**src/rtl/wb_regfile_if.sv**
```systemverilog
// rtl/wb_regfile_if.sv - write-back and register-read signal bundle for wb_regfile
interface wb_regfile_if #(
  parameter int REG_ADDR_W = 5
);
  logic                  reg_write_in;
  logic                  mem_to_reg_in;
  logic [7:0]            ALU_result_in;
  logic [7:0]            read_data_in;
  logic [REG_ADDR_W-1:0] rd_in;
  logic [REG_ADDR_W-1:0] rs1_addr;
  logic [REG_ADDR_W-1:0] rs2_addr;
  logic [7:0]            rs1_data;
  logic [7:0]            rs2_data;
  logic                  wb_valid;
  logic [REG_ADDR_W-1:0] wb_rd;
  logic [7:0]            wb_data;
  logic                  wb_valid_q;
  logic [REG_ADDR_W-1:0] wb_rd_q;
  logic [7:0]            wb_data_q;
  logic [15:0]           write_count;

  modport master (
    output reg_write_in, mem_to_reg_in, ALU_result_in, read_data_in, rd_in,
    output rs1_addr, rs2_addr,
    input  rs1_data, rs2_data, wb_valid, wb_rd, wb_data,
    input  wb_valid_q, wb_rd_q, wb_data_q, write_count
  );

  modport slave (
    input  reg_write_in, mem_to_reg_in, ALU_result_in, read_data_in, rd_in,
    input  rs1_addr, rs2_addr,
    output rs1_data, rs2_data, wb_valid, wb_rd, wb_data,
    output wb_valid_q, wb_rd_q, wb_data_q, write_count
  );
endinterface

```
**src/rtl/wb_regfile.sv**
```systemverilog
// rtl/wb_regfile.sv - 8-bit register file with write-back stage, write-through bypass
// and a one-cycle registered copy of the write-back for second-level forwarding.
module wb_regfile #(
  parameter int REG_ADDR_W = 5,
  parameter int REG_COUNT  = 32
) (
  input  logic        clock,
  input  logic        reset,
  wb_regfile_if.slave bus
);
  logic [7:0]  regs [REG_COUNT];
  logic [7:0]  wb_data;
  logic        wb_valid;
  logic [7:0]  rs1_stored;
  logic [7:0]  rs2_stored;
  logic [15:0] write_count;

  always_comb begin
    wb_data  = bus.mem_to_reg_in ? bus.read_data_in : bus.ALU_result_in;
    // Index 0 is hardwired; reset also kills the write so bypass stays off.
    wb_valid = bus.reg_write_in && (bus.rd_in != '0) && !reset;
  end

  always_comb begin
    rs1_stored = (bus.rs1_addr == '0) ? 8'h00 : regs[bus.rs1_addr];
    rs2_stored = (bus.rs2_addr == '0) ? 8'h00 : regs[bus.rs2_addr];
    bus.rs1_data = (wb_valid && bus.rs1_addr == bus.rd_in) ? wb_data : rs1_stored;
    bus.rs2_data = (wb_valid && bus.rs2_addr == bus.rd_in) ? wb_data : rs2_stored;
  end

  always_ff @(posedge clock) begin
    if (reset) begin
      for (int i = 0; i < REG_COUNT; i++) begin
        regs[i] <= 8'h00;
      end
      bus.wb_valid_q <= 1'b0;
      bus.wb_rd_q    <= '0;
      bus.wb_data_q  <= 8'h00;
      write_count    <= 16'h0000;
    end else begin
      if (wb_valid) begin
        regs[bus.rd_in] <= wb_data;
        write_count     <= write_count + 16'd1;
      end
      bus.wb_valid_q <= wb_valid;
      bus.wb_rd_q    <= bus.rd_in;
      bus.wb_data_q  <= wb_data;
    end
  end

  assign bus.wb_valid    = wb_valid;
  assign bus.wb_rd       = bus.rd_in;
  assign bus.wb_data     = wb_data;
  assign bus.write_count = write_count;
endmodule

```
**src/flat_wrapper.sv**
```systemverilog
// flat-port wrapper written by rule: the top's interface ports become plain ports
module wb_regfile_flat 
#(
  parameter int REG_ADDR_W = 5,
  parameter int REG_COUNT  = 32
)
  (clock, reset, bus_reg_write_in, bus_mem_to_reg_in, bus_ALU_result_in, bus_read_data_in, bus_rd_in, bus_rs1_addr, bus_rs2_addr, bus_rs1_data, bus_rs2_data, bus_wb_valid, bus_wb_rd, bus_wb_data, bus_wb_valid_q, bus_wb_rd_q, bus_wb_data_q, bus_write_count);
  wb_regfile_if #(.REG_ADDR_W(REG_ADDR_W)) bus_i ();
  input  logic clock;
  input  logic reset;
  input wire logic [$bits(bus_i.reg_write_in)-1:0] bus_reg_write_in;
  input wire logic [$bits(bus_i.mem_to_reg_in)-1:0] bus_mem_to_reg_in;
  input wire logic [$bits(bus_i.ALU_result_in)-1:0] bus_ALU_result_in;
  input wire logic [$bits(bus_i.read_data_in)-1:0] bus_read_data_in;
  input wire logic [$bits(bus_i.rd_in)-1:0] bus_rd_in;
  input wire logic [$bits(bus_i.rs1_addr)-1:0] bus_rs1_addr;
  input wire logic [$bits(bus_i.rs2_addr)-1:0] bus_rs2_addr;
  output wire logic [$bits(bus_i.rs1_data)-1:0] bus_rs1_data;
  output wire logic [$bits(bus_i.rs2_data)-1:0] bus_rs2_data;
  output wire logic [$bits(bus_i.wb_valid)-1:0] bus_wb_valid;
  output wire logic [$bits(bus_i.wb_rd)-1:0] bus_wb_rd;
  output wire logic [$bits(bus_i.wb_data)-1:0] bus_wb_data;
  output wire logic [$bits(bus_i.wb_valid_q)-1:0] bus_wb_valid_q;
  output wire logic [$bits(bus_i.wb_rd_q)-1:0] bus_wb_rd_q;
  output wire logic [$bits(bus_i.wb_data_q)-1:0] bus_wb_data_q;
  output wire logic [$bits(bus_i.write_count)-1:0] bus_write_count;
  assign bus_i.reg_write_in = bus_reg_write_in;
  assign bus_i.mem_to_reg_in = bus_mem_to_reg_in;
  assign bus_i.ALU_result_in = bus_ALU_result_in;
  assign bus_i.read_data_in = bus_read_data_in;
  assign bus_i.rd_in = bus_rd_in;
  assign bus_i.rs1_addr = bus_rs1_addr;
  assign bus_i.rs2_addr = bus_rs2_addr;
  assign bus_rs1_data = bus_i.rs1_data;
  assign bus_rs2_data = bus_i.rs2_data;
  assign bus_wb_valid = bus_i.wb_valid;
  assign bus_wb_rd = bus_i.wb_rd;
  assign bus_wb_data = bus_i.wb_data;
  assign bus_wb_valid_q = bus_i.wb_valid_q;
  assign bus_wb_rd_q = bus_i.wb_rd_q;
  assign bus_wb_data_q = bus_i.wb_data_q;
  assign bus_write_count = bus_i.write_count;
  wb_regfile #(.REG_ADDR_W(REG_ADDR_W), .REG_COUNT(REG_COUNT)) u_core (.clock(clock), .reset(reset), .bus(bus_i));
endmodule
```
**config.mk**
```make
export PLATFORM = sky130hd
export DESIGN_NAME = wb_regfile_flat
export DESIGN_NICKNAME = d
export VERILOG_FILES = /design/src/rtl/wb_regfile_if.sv /design/src/rtl/wb_regfile.sv /design/src/flat_wrapper.sv
export SDC_FILE = /design/constraint.sdc
export NUM_CORES = 1
export LEC_CHECK = 0
export ABC_AREA = 1
export CAP_MARGIN = 20
export CORE_UTILIZATION = 41
export DETAILED_ROUTE_END_ITERATION = 7
export PLACE_DENSITY = 0.69
export SLEW_MARGIN = 20
export SYNTH_ARGS = -nofsm -noshare
export SYNTH_HDL_FRONTEND = slang
export SYNTH_SLANG_ARGS = --single-unit
```
**constraint.sdc**
```tcl
create_clock -name clock -period 1.77 [get_ports clock]
set_clock_uncertainty 0.15 [all_clocks]
set_input_delay 0.177 -clock clock [delete_from_list [all_inputs] [get_ports clock]]
set_output_delay 0.177 -clock clock [all_outputs]
set_load 0.02 [all_outputs]
```
# Word-level counts from Yosys, hierarchy flattened
# Memory sizes are Yosys's and may differ from the RTL's.
# Cells that the tools add are included.
[totals] register_bits=30 ram_bits=256 output_inout_bits=60 word_cells=30 memories=1
[op_classes] n_addsub=1 eq_ne=2 muxes=13 reduce_logical=9
[mem_list] name="u_core.regs" words=32 width=8 read_ports=2 rd_ports_with_merged_regs=0 write_ports=32 line_no="wb_regfile.sv:11" source="logic [7:0] regs [REG_COUNT];"
[ops] cell="8-bit 2-to-1 mux" n=6
[ops] cell="16-bit by 1-bit adder with 16-bit output, second input constant" n=1
[ops] cell="5-bit == test" n=2
[ops] cell="5-bit logical NOT" n=2
[ops] cell="8-bit OR reduction" n=1
[ops] cell="1-bit 2-to-1 mux" n=6
[ops] cell="5-bit 2-to-1 mux" n=1
[ops] cell="5-bit nonzero test" n=1
[ops] cell="1-bit logical AND" n=4
[ops] cell="1-bit logical NOT" n=1

# Depth between registers and ports, before layout
# Gate-level depths: netlist of run 1.
[logic_depth] word_depth=8 mapped_depth=11 mapped_depth_nobuf=9

# Worst setup path before layout of run 1
# OpenSTA, ideal clock, no wires.
[synth_path] kind="input to register" from="in bus_rd_in[2]" to="mem u_core.regs[9][0] (enable)" setup_ns=0.302 arrival_time_ns=1.387 required_time_ns=1.318 slack_ns=-0.069 path_stages=9 cell_sequence="buf_4 > nor3_4 > nand2_2 > nand2_4 > inv_1 > nand3_1 > inv_2 > nand2_2 > nand2_1"
[synth_rtl] element="start: declaration" line_no="flat_wrapper.sv:15" source="input wire logic [$bits(bus_i.rd_in)-1:0] bus_rd_in;"
[synth_rtl] element="end: declaration" line_no="wb_regfile.sv:11"

==> out/qor.csv, run 1 <==
stage,metric,value,unit
clock_tree,Clock Path Buffers,3,
floorplanning,full die area,39700,um^2
setup_path,Arrival @ worst endpoint,1.92,ns
route,drt via density,5.48,
clock_tree,Skew-Pair Late Insertion Delay,0.52,ns
sta,final hold vios,0,
yosys,proportion of netlist area held by the largest area contributor,0.482,
min_path,Worst Hold Class,primary input to flop,
clock_tree,"Clk pin slew, worst setup/hold paths",0.06,ns
global_route,vias in the first global route,14758,
yosys,Avg Inst Size Synth,7.83,um^2
setup_path,FF-to-FF setup slack,0.18,ns
clock_tree,Sink Count,286,
min_path,Hold Path Depth,4,
floorplanning,die height,199,um
sta,setup slack after layout,-0.474,ns
clock_tree,root buffer cell,clkbuf_16,
min_path,worst hold path endpoint,u_core.bus.wb_valid_q,
finish,most frequent cells in the layout,"541 x nand2_1, 355 x nor2_1, 256 x edfxtp_1, 200 x buf_4, 157 x nand3_1",
clock_tree,CTS HTree Levels,2,
sta,RSZ-0062 raised after global routing,yes,
global_route,first-pass GRT wire length,85600,um
finish,# diodes,0,
power,Cell Pwr Density,870,nW/um^2
route,final wirelength,57000,um
global_route,global route overflow,0,
sta,fin crit period,2.24,ns
route,Remaining DRCs,0,
global_route,initial antenna violation count,0,
setup_path,Worst Setup End Kind,output port,
clock_tree,total clock buffers created by CTS,34,
yosys,synthesized cell area,15900,um^2
setup_path,"Req. time, crit path",1.44,ns
flow_run,MaxCap Viol Count,0,
finish,# fillers,3429,
route,iteration-0 DRC count of the detailed router,1855,
finish,fin nets,2332,
placement,worst slack at placement,-1.19,ns
setup_path,R2R Path Start,u_core.bus.write_count[1],
yosys,largest area contributor in the netlist,edfxtp_1,
power,leakage power,9.19,nW
yosys,top post-synthesis cells by area,"edfxtp_1 48%, nand2_1 14%, nor2_1 8.5%, nand3_1 6.5%, dfxtp_1 3.8%",
floorplanning,# rows,71,
floorplanning,io pins,95,
placement,placed cell area,19400,um^2
setup_path,reg2reg path depth,8,
yosys,Synth Instances,2037,
yosys,sequential-to-total area share from yosys stat,0.520,
finish,Reg area,8290,um^2
min_path,HP Start,bus_reg_write_in,
global_route,GRT Util Overall,0.291,
placement,placer congestion estimate,1.03,
finish,area grow syn2layout,33.9,%
placement,IO Port Bufs,94,
sta,fmax,446,MHz
outcome,failing checks,setup timing,
setup_path,CP startpoint kind,flop,
setup_path,Crit Path Category,flop to output port,
route,DRT Pass-1 Iters,6,
yosys,"FF+latch count, synth",286,
route,WL/cell,20.1,um
route,"antenna viol nets, final",0,
setup_path,reg2reg end,u_core.bus.write_count[8],
sta,Setup Viol. Count Final,16,
clock_tree,CTS tree,yes,
setup_path,Crit Path Max Fanout,2,
floorplanning,Initial Utilization,0.420,
route,DR vias,15511,
placement,hpwl dp,41000,um
sta,Tcrit/Tclk final,1.27,
power,peak supply drop,0.635,mV
outcome,outcome,"complete, but fails checks",
sta,worst slew pin tran,0.572,ns
finish,design area,21300,um^2
floorplanning,core footprint,37900,um^2
floorplanning,Die X,199,um
finish,"most common cell after layout, fill and taps aside",nand2_1,
sta,relative slew slack,0.619,
yosys,synth unique cells,36,
finish,area taken by multi-input logic gates,7150,um^2
global_route,largest net degree at the start of global routing,55,
sta,count of pins over their slew limit,0,
yosys,YS warnings,0,
finish,layout cells sized above 1,0.232,
## logic make-up (layout without fill, tap and decap cells)
group,after synthesis,in the layout,share of synthesized area
AOI/OAI and AO/OA,258,258,0.0920
and+or+nand+nor,1208,1208,0.310
adders and majority gates,1,1,0.000785
DFF,286,286,0.520
other,1,8,0.000235
xor gates and xnor gates,9,9,0.00494
buffers and inverters,274,550,0.0720
## cells in the mapped netlist (all sizes together)
| cell | n |
|---|---|
| nand2 | 610 |
| nor2 | 366 |
| edfxtp | 256 |
| nand3 | 206 |
| inv | 128 |
| a21oi | 116 |
| o21ai | 77 |
| buf | 76 |
| clkbuf | 65 |
| o211ai | 61 |
| dfxtp | 30 |
| nor3 | 15 |
| xnor2 | 6 |
| clkinv | 5 |
| nand4 | 5 |
| or2 | 3 |
| xor2 | 3 |
| a21boi | 2 |
| a31oi | 2 |
| nor3b | 2 |
| and3 | 1 |
| conb | 1 |
| ha | 1 |
## stage by stage
stage | TNS (ns) | hold slack [ns] | util | cells | power, mW
after floorplan | -15.21 | 0.200 | - | 2044 | 9.46
after global placement | -340.88 | 0.333 | 0.511 | 2746 | 10.9
after detailed placement | -348.42 | 0.332 | 0.511 | 2746 | 11.0
after CTS | -6.24 | 0.219 | 0.558 | 2826 | 18.5
after global routing | -7.49 | 0.0315 | 0.563 | 2831 | 19.1
final | -6.37 | 0.00170 | 0.563 | 2831 | 18.6
## per-layer routing
metal	track usage	up-vias	part of all wire
li1	-	7232	-
met1	0.378	7299	0.39
met2	0.483	829	0.47
met3	0.0407	151	0.090
met4	0.130	0	0.045
met5	0	-	0
## worst max-delay path, stage by stage, from the launching register on
cell	delay (ns)
edfxtp_1	0.40
inv_2	0.09
nand2_1	0.05
o211ai_1	0.08
nand3_1	0.16
nand2_1	0.14
nand3_2	0.16
nand3_2	0.10
nand2_1	0.05
buf_2	0.15
## sequential cells by signal, indices dropped and copies added, names as in the netlist
name	flops
u_core.bus.write_count	16
u_core.regs	256
u_core.bus.wb_rd_q	5
u_core.bus.wb_data_q	8
u_core.bus.wb_valid_q	1
## power by group
| group | total [mW] | internal (mW) | switching (mW) |
|---|---|---|---|
| Clock | 7.44 | 4.65 | 2.79 |
| Sequential | 7.92 | 7.71 | 0.212 |
| Combinational | 3.20 | 1.21 | 1.99 |
## final cells by class
type,instances,share of cell area
sequential,286,0.388
multi-input combinational,1484,0.335
timing repair buffer,357,0.167
clock buffer,47,0.0481
tap,511,0.0300
inverter,133,0.0235
clock inverter,13,0.00821
## repair_timing
item / in CTS / in global routing
resized for setup: 286 / 65
endpoints found under the hold margin: 0 / 0
hold buffers: 0 / 0
setup endpoints to repair: 524 / 72
buffers inserted: 20 / 5
pin swaps: 75 / 50
## how the worst max path moves through the flow
stage                      startpoint                end  slack, ns
detailed placement    bus_rs2_addr[2]    bus_rs2_data[0]      -1.19
floorplan                bus_rd_in[2]  u_core.regs[9][0]      -0.07
global route        u_core.regs[6][2]    bus_rs1_data[2]      -0.52
CTS                 u_core.regs[6][2]    bus_rs1_data[2]      -0.45
finish              u_core.regs[7][5]    bus_rs1_data[5]      -0.47
global placement      bus_rs2_addr[2]    bus_rs2_data[3]      -1.13
No activity file was read; power rests on OpenSTA's default activity.
==> inputs of run 2 (changes only) <==
Settings changed: CORE_UTILIZATION 41 to 60, PLACE_DENSITY 0.69 to 0.88, SKIP_LAST_GASP set to 1.
Clock period 1.77 ns to 2.3 ns, I/O delays scaled along.
==> run 2 against run 1 <==
  * The flow still finishes with violations (setup timing)
  * Setup slack better by 0.37 ns
  * Design area shrank 4.1%
  * Power fell by 29%
  * Global-route usage grew 13 points
  * Register-to-register slack gained 0.26 ns
==> out/qor.csv, run 2 (synthesis gave the netlist of run 1 again) <==
stage,metric,value,unit,change
outcome,outcome,"complete, but fails checks",,
outcome,failing checks,setup timing,,
setup_path,Crit Path Max Fanout,2,,unchanged
floorplanning,full die area,27200,um^2,-31%
route,DR WL met3,7110,um,+39%
route,drt via density,6.25,,+14%
sta,Setup Viol. Count Final,8,,-8
sta,relative slew slack,0.607,,-0.0113
power,PnR Total Power,13.2,mW,-29%
placement,IO Port Bufs,94,,unchanged
floorplanning,Initial Utilization,0.612,,+0.191
clock_tree,CTS tree,yes,,
finish,layout cells sized above 1,0.192,,-0.0397
setup_path,CP startpoint kind,flop,,
clock_tree,"Clk pin slew, worst setup/hold paths",0.07,ns,about the same
power,peak supply drop,0.616,mV,-2.9%
finish,Layout Cells excl Fill,2604,,-8.0%
route,Remaining DRCs,0,,unchanged
route,final wirelength,57000,um,about the same
finish,design area,20500,um^2,-4.1%
global_route,initial antenna violation count,0,,unchanged
global_route,first-pass GRT wire length,84900,um,-0.71%
route,met2 routed WL,26600,um,-1.1%
floorplanning,Die X,165,um,-17%
floorplanning,die height,165,um,-17%
placement,placer congestion estimate,1.10,,+6.9%
finish,Largest Register,u_core.regs,,
setup_path,Arrival @ worst endpoint,2.02,ns,+0.10 ns
sta,total negative slack,-0.440,ns,+5.93 ns
floorplanning,core footprint,26100,um^2,-31%
route,Top Layer Used,met4,,
sta,setup slack after layout,-0.101,ns,+0.373 ns
global_route,largest net degree at the start of global routing,72,,+31%
clock_tree,CTS HTree Levels,1,,-1
global_route,global route overflow,0,,unchanged
clock_tree,total clock buffers created by CTS,29,,-15%
setup_path,Worst Setup End Kind,output port,,
route,WL/cell,21.9,um,+8.7%
sta,RSZ-0062 raised after global routing,yes,,
sta,worst slew pin tran,0.589,ns,+0.0170 ns
sta,count of pins over their slew limit,0,,unchanged
finish,biggest regs,"u_core.regs (256), u_core.bus.write_count (16), u_core.bus.wb_data_q (8)",,
finish,most frequent cells in the layout,"559 x nand2_1, 356 x nor2_1, 256 x edfxtp_1, 163 x nand3_1, 161 x buf_4",,
setup_path,"Req. time, crit path",1.92,ns,+0.48 ns
global_route,vias in the first global route,15221,,+3.1%
sta,final hold vios,0,,unchanged
floorplanning,# rows,59,,-17%
clock_tree,root buffer cell,clkbuf_16,,
power,Cell Pwr Density,645,nW/um^2,-26%
setup_path,Crit Path Category,flop to output port,,
global_route,GRT Util Overall,0.420,,+0.129
clock_tree,Sink Count,286,,unchanged
sta,fmax,416,MHz,
finish,fin nets,2283,,-2.1%
placement,placed cell area,19000,um^2,-2.1%
finish,# diodes,0,,unchanged
route,DRT Pass-1 Iters,6,,unchanged
finish,max reg flops,256,,unchanged
sta,fin crit period,2.40,ns,
route,M1 WL,19600,um,-13%
clock_tree,cts-stage hold buffer count,0,,unchanged
power,leakage power,8.71,nW,-5.2%
flow_run,MaxCap Viol Count,0,,unchanged
clock_tree,Skew-Pair Late Insertion Delay,0.56,ns,+0.04 ns
floorplanning,io pins,95,,unchanged
route,"antenna viol nets, final",0,,unchanged
sta,Tcrit/Tclk final,1.04,,
route,DR vias,16277,,+4.9%
clock_tree,Clock Path Buffers,3,,unchanged
route,iteration-0 DRC count of the detailed router,2422,,+31%
finish,"most common cell after layout, fill and taps aside",nand2_1,,
finish,area grow syn2layout,28.3,%,
placement,post-placement cell count,2539,,-7.5%
min_path,Worst Hold Class,primary input to flop,,
placement,hpwl dp,39400,um,-3.7%
## run 2: power by group
group,leakage (nW),internal [mW],switching (mW)
combinational,5.57,0.875,1.53
sequential,2.68,5.93,0.161
clock,0.455,2.66,2.05
## run 2: path summary, 6_finish.rpt
path                             startpoint                          to  slack (ns)  depth (start not counted)
setup / recovery         u_core.regs[14][0]             bus_rs2_data[0]       -0.10                          8
hold / removal                 bus_rd_in[1]       u_core.bus.wb_rd_q[1]        0.13                          5
setup reg to reg  u_core.bus.write_count[2]  u_core.bus.write_count[13]        0.44                          7
hold reg to reg   u_core.bus.write_count[3]   u_core.bus.write_count[3]        0.36                          1
## run 2: final cells by class
type / count / area, um^2
inverter: 133 / 505
clock inverter: 20 / 156
timing repair buffer: 313 / 3260
sequential: 286 / 8290
tap: 335 / 419
clock buffer: 33 / 783
multi-input combinational: 1484 / 7050
fill: 1733 / 5600
## run 2: stage by stage
step	hold WS [ns]	utilization	setup slack, ns
floorplan	0.253	-	0.408
global placement	0.324	0.728	-0.640
detailed placement	0.335	0.728	-0.655
CTS	0.267	0.774	-0.191
global route	0.138	0.785	-0.132
finish	0.126	0.785	-0.101
## run 2: per-layer routing
metal	vias up	track usage
li1	7132	-
met1	7488	0.536
met2	1361	0.674
met3	296	0.0698
met4	0	0.247
met5	-	0
## run 2: worst max-delay path: stages, from the launching register on
cell and delay, ns:
edfxtp_1 0.42, buf_4 0.16, o211ai_1 0.18, nand3_1 0.19, nand2_4 0.17, nand3_4 0.11, nand3_2 0.08, nand2_2 0.05
buf_6 0.12
## run 2: repair_timing
item                                   CTS  global route
endpoints found under the hold margin    0             0
setup buffers                            9             2
pin swaps                               39            61
setup endpoints to repair               25            17
gates cloned                             1             0
gates resized for setup                135            92
==> inputs of run 3 (changes only) <==
--- a/config.mk
+++ b/config.mk
@@ -8,3 +8,2 @@
 export ABC_AREA = 1
-export CAP_MARGIN = 20
 export CORE_UTILIZATION = 60
==> constraint.sdc (replaced) <==
create_clock -name clock -period 2.3 [get_ports clock]
set_clock_uncertainty 0.15 [all_clocks]
set_input_delay 0.46 -clock clock [delete_from_list [all_inputs] [get_ports clock]]
set_output_delay 0.46 -clock clock [all_outputs]
set_load 0.02 [all_outputs]
==> run 3 against run 2 <==
  * The flow still finishes with violations (setup timing)
  * Design area is 5.8% higher
  * Setup slack worse by 0.25 ns
  * Final cell count is 2.2% higher
  * Sequential cell count stayed put
  * Clock power hardly changed
  * Wire length is 8.8% higher
  * Maximum frequency is 9.4% lower
  * Non-clock buffer count is 53 higher
  * Power is 2.8% higher
  * Highest routed layer unchanged
==> out/qor.csv, run 3 (synthesis gave the netlist of run 1 again) <==
stage,metric,value,unit,change
setup_path,Worst path slowest cell,edfxtp_1,,
setup_path,"most used cell, CP",nand3_1,,
finish,fin nets,2337,,+2.4%
setup_path,max incr delay on CP,0.40,ns,-0.02 ns
setup_path,"Req. time, crit path",1.69,ns,-0.23 ns
route,DR vias,16916,,+3.9%
sta,count of pins over their slew limit,0,,unchanged
global_route,initial antenna violation count,0,,unchanged
finish,layout cells sized above 1,0.263,,+0.0706
sta,fmax,377,MHz,-9.4%
global_route,GRT Util Overall,0.449,,+0.0290
setup_path,Crit Path Category,flop to output port,,
floorplanning,full die area,27200,um^2,unchanged
power,PnR Total Power,13.6,mW,+2.8%
global_route,first-pass GRT wire length,89800,um,+5.7%
setup_path,Buf/Inv on CP,1,,-1
setup_path,"CP delay by family, top",simple AND/OR/NAND/NOR gates,,
setup_path,"Critical Path, Cell by Cell","o211ai_1, nand3_1, nand2_1, nand3_1, nand3_2, nand2_2, buf_6",,
global_route,M2 GR Usage,0.705,,+0.0316
floorplanning,Initial Utilization,0.612,,unchanged
global_route,GRT met3 Usage,0.102,,+0.0326
finish,Largest Register,u_core.regs,,
setup_path,Arrival @ worst endpoint,2.04,ns,+0.02 ns
flow_run,MaxCap Viol Count,0,,unchanged
route,WL/cell,23.3,um,+6.5%
power,peak supply drop,0.727,mV,+18%
finish,max reg flops,256,,unchanged
setup_path,CP startpoint kind,flop,,
sta,Tcrit/Tclk final,1.15,,+0.109
clock_tree,CTS HTree Levels,1,,unchanged
finish,post-layout util,0.830,,+0.0452
power,Cell Pwr Density,628,nW/um^2,-2.8%
finish,area grow syn2layout,35.7,%,
outcome,failing checks,setup timing,,
finish,Layout Cells excl Fill,2661,,+2.2%
finish,biggest regs,"u_core.regs (256), u_core.bus.write_count (16), u_core.bus.wb_data_q (8)",,
sta,worst slew pin tran,0.613,ns,+0.0240 ns
clock_tree,cts-stage hold buffer count,0,,unchanged
clock_tree,CTS tree,yes,,
sta,setup slack after layout,-0.351,ns,-0.250 ns
global_route,vias in the first global route,15747,,+3.5%
floorplanning,die height,165,um,unchanged
placement,placed cell area,19100,um^2,+0.91%
sta,RSZ-0062 raised after global routing,yes,,
clock_tree,total clock buffers created by CTS,30,,+3.4%
global_route,grt met1 use,0.561,,+0.0249
clock_tree,Sink Count,286,,unchanged
power,leakage power,9.19,nW,+5.5%
floorplanning,core footprint,26100,um^2,unchanged
floorplanning,io pins,95,,unchanged
route,final wirelength,62000,um,+8.8%
clock_tree,Clock Path Buffers,3,,unchanged
global_route,global route overflow,0,,unchanged
finish,most frequent cells in the layout,"537 x nand2_1, 348 x nor2_1, 256 x edfxtp_1, 184 x buf_4, 136 x nand3_1",,
placement,IO Port Bufs,94,,unchanged
finish,"most common cell after layout, fill and taps aside",nand2_1,,
placement,post-placement cell count,2561,,+0.87%
clock_tree,"Clk pin slew, worst setup/hold paths",0.07,ns,about the same
route,Remaining DRCs,0,,unchanged
setup_path,Worst Setup End Kind,output port,,
outcome,outcome,"complete, but fails checks",,
placement,placer congestion estimate,1.10,,-0.14%
floorplanning,Die X,165,um,unchanged
clock_tree,root buffer cell,clkbuf_16,,
route,iteration-0 DRC count of the detailed router,3105,,+28%
sta,Setup Viol. Count Final,16,,+8
placement,hpwl dp,41500,um,+5.2%
floorplanning,# rows,59,,unchanged
route,drt via density,6.36,,+1.7%
sta,total negative slack,-3.88,ns,-3.44 ns
route,DRT Pass-1 Iters,8,,+2
sta,Hold Worst Slack,0.277,ns,+0.151 ns
setup_path,Crit Path Max Fanout,2,,unchanged
sta,relative slew slack,0.591,,-0.0160
placement,worst slack at placement,-1.37,ns,-0.711 ns
sta,fin crit period,2.65,ns,+0.250 ns
route,"antenna viol nets, final",0,,unchanged
min_path,Worst Hold Class,primary input to flop,,
global_route,GRT busiest layer,met2,,
global_route,largest net degree at the start of global routing,43,,-40%
clock_tree,Skew-Pair Late Insertion Delay,0.57,ns,about the same
sta,final hold vios,0,,unchanged
finish,design area,21600,um^2,+5.8%
-- run 3: cell count changes in the layout (fill, tap and decap cells not counted), moves of 14 or more --
| cell | before | now |
|---|---|---|
| inv_1 | 104 | 90 |
| nand3_4 | 6 | 22 |
| buf_6 | 14 | 39 |
| nand3_1 | 163 | 136 |
| a21oi_1 | 116 | 92 |
| nand2_2 | 49 | 65 |
| nand2_1 | 559 | 537 |
| a21oi_2 | 0 | 24 |
| o21ai_0 | 61 | 43 |
| buf_4 | 161 | 184 |
-- run 3: final timing paths --
kind                              from                         end  slack [ns]  cells past startpoint
max                 u_core.regs[22][5]             bus_rs1_data[5]       -0.35                      7
min                       bus_rd_in[0]       u_core.bus.wb_rd_q[0]        0.28                      5
max reg2reg  u_core.bus.write_count[2]  u_core.bus.write_count[13]        0.52                      7
min reg2reg  u_core.bus.write_count[3]   u_core.bus.write_count[3]        0.35                      1
-- run 3: report_power, final --
| part | total (mW) | internal (mW) | switching [mW] |
|---|---|---|---|
| clock | 4.72 | 2.64 | 2.08 |
| sequential | 6.11 | 5.93 | 0.176 |
| combinational | 2.75 | 1.04 | 1.72 |
| total | 13.6 | 9.61 | 3.98 |
-- run 3: layer usage --
layer	vias to the layer above	wire [um]
met2	1603	27500
met3	374	8820
met5	-	0
met1	7697	20900
met4	0	4760
li1	7242	-
-- run 3: cell type report --
cell class	count	area [um^2]
Fill cell	1494	4420
Multi-Input combinational cell	1484	7550
Tap cell	335	419
Timing Repair Buffer	366	3920
Sequential cell	286	8290
Clock buffer	37	818
Clock inverter	19	134
Inverter	133	515
Antenna cell	1	2.50
-- run 3: worst reg2reg max path, delay by kind of cell, from the launching register on --
family,cells,cell delay (ns)
AO/OA/AOI/OAI,1,0.15
flip-flops,1,0.46
AND/OR/NAND/NOR,6,0.91
-- run 3: what timing repair did --
action / in CTS / in global routing
pin swaps: 57 / 84
gates resized for setup: 332 / 152
endpoints found under the setup margin: 29 / 23
gates cloned: 4 / 4
setup buffers: 31 / 7
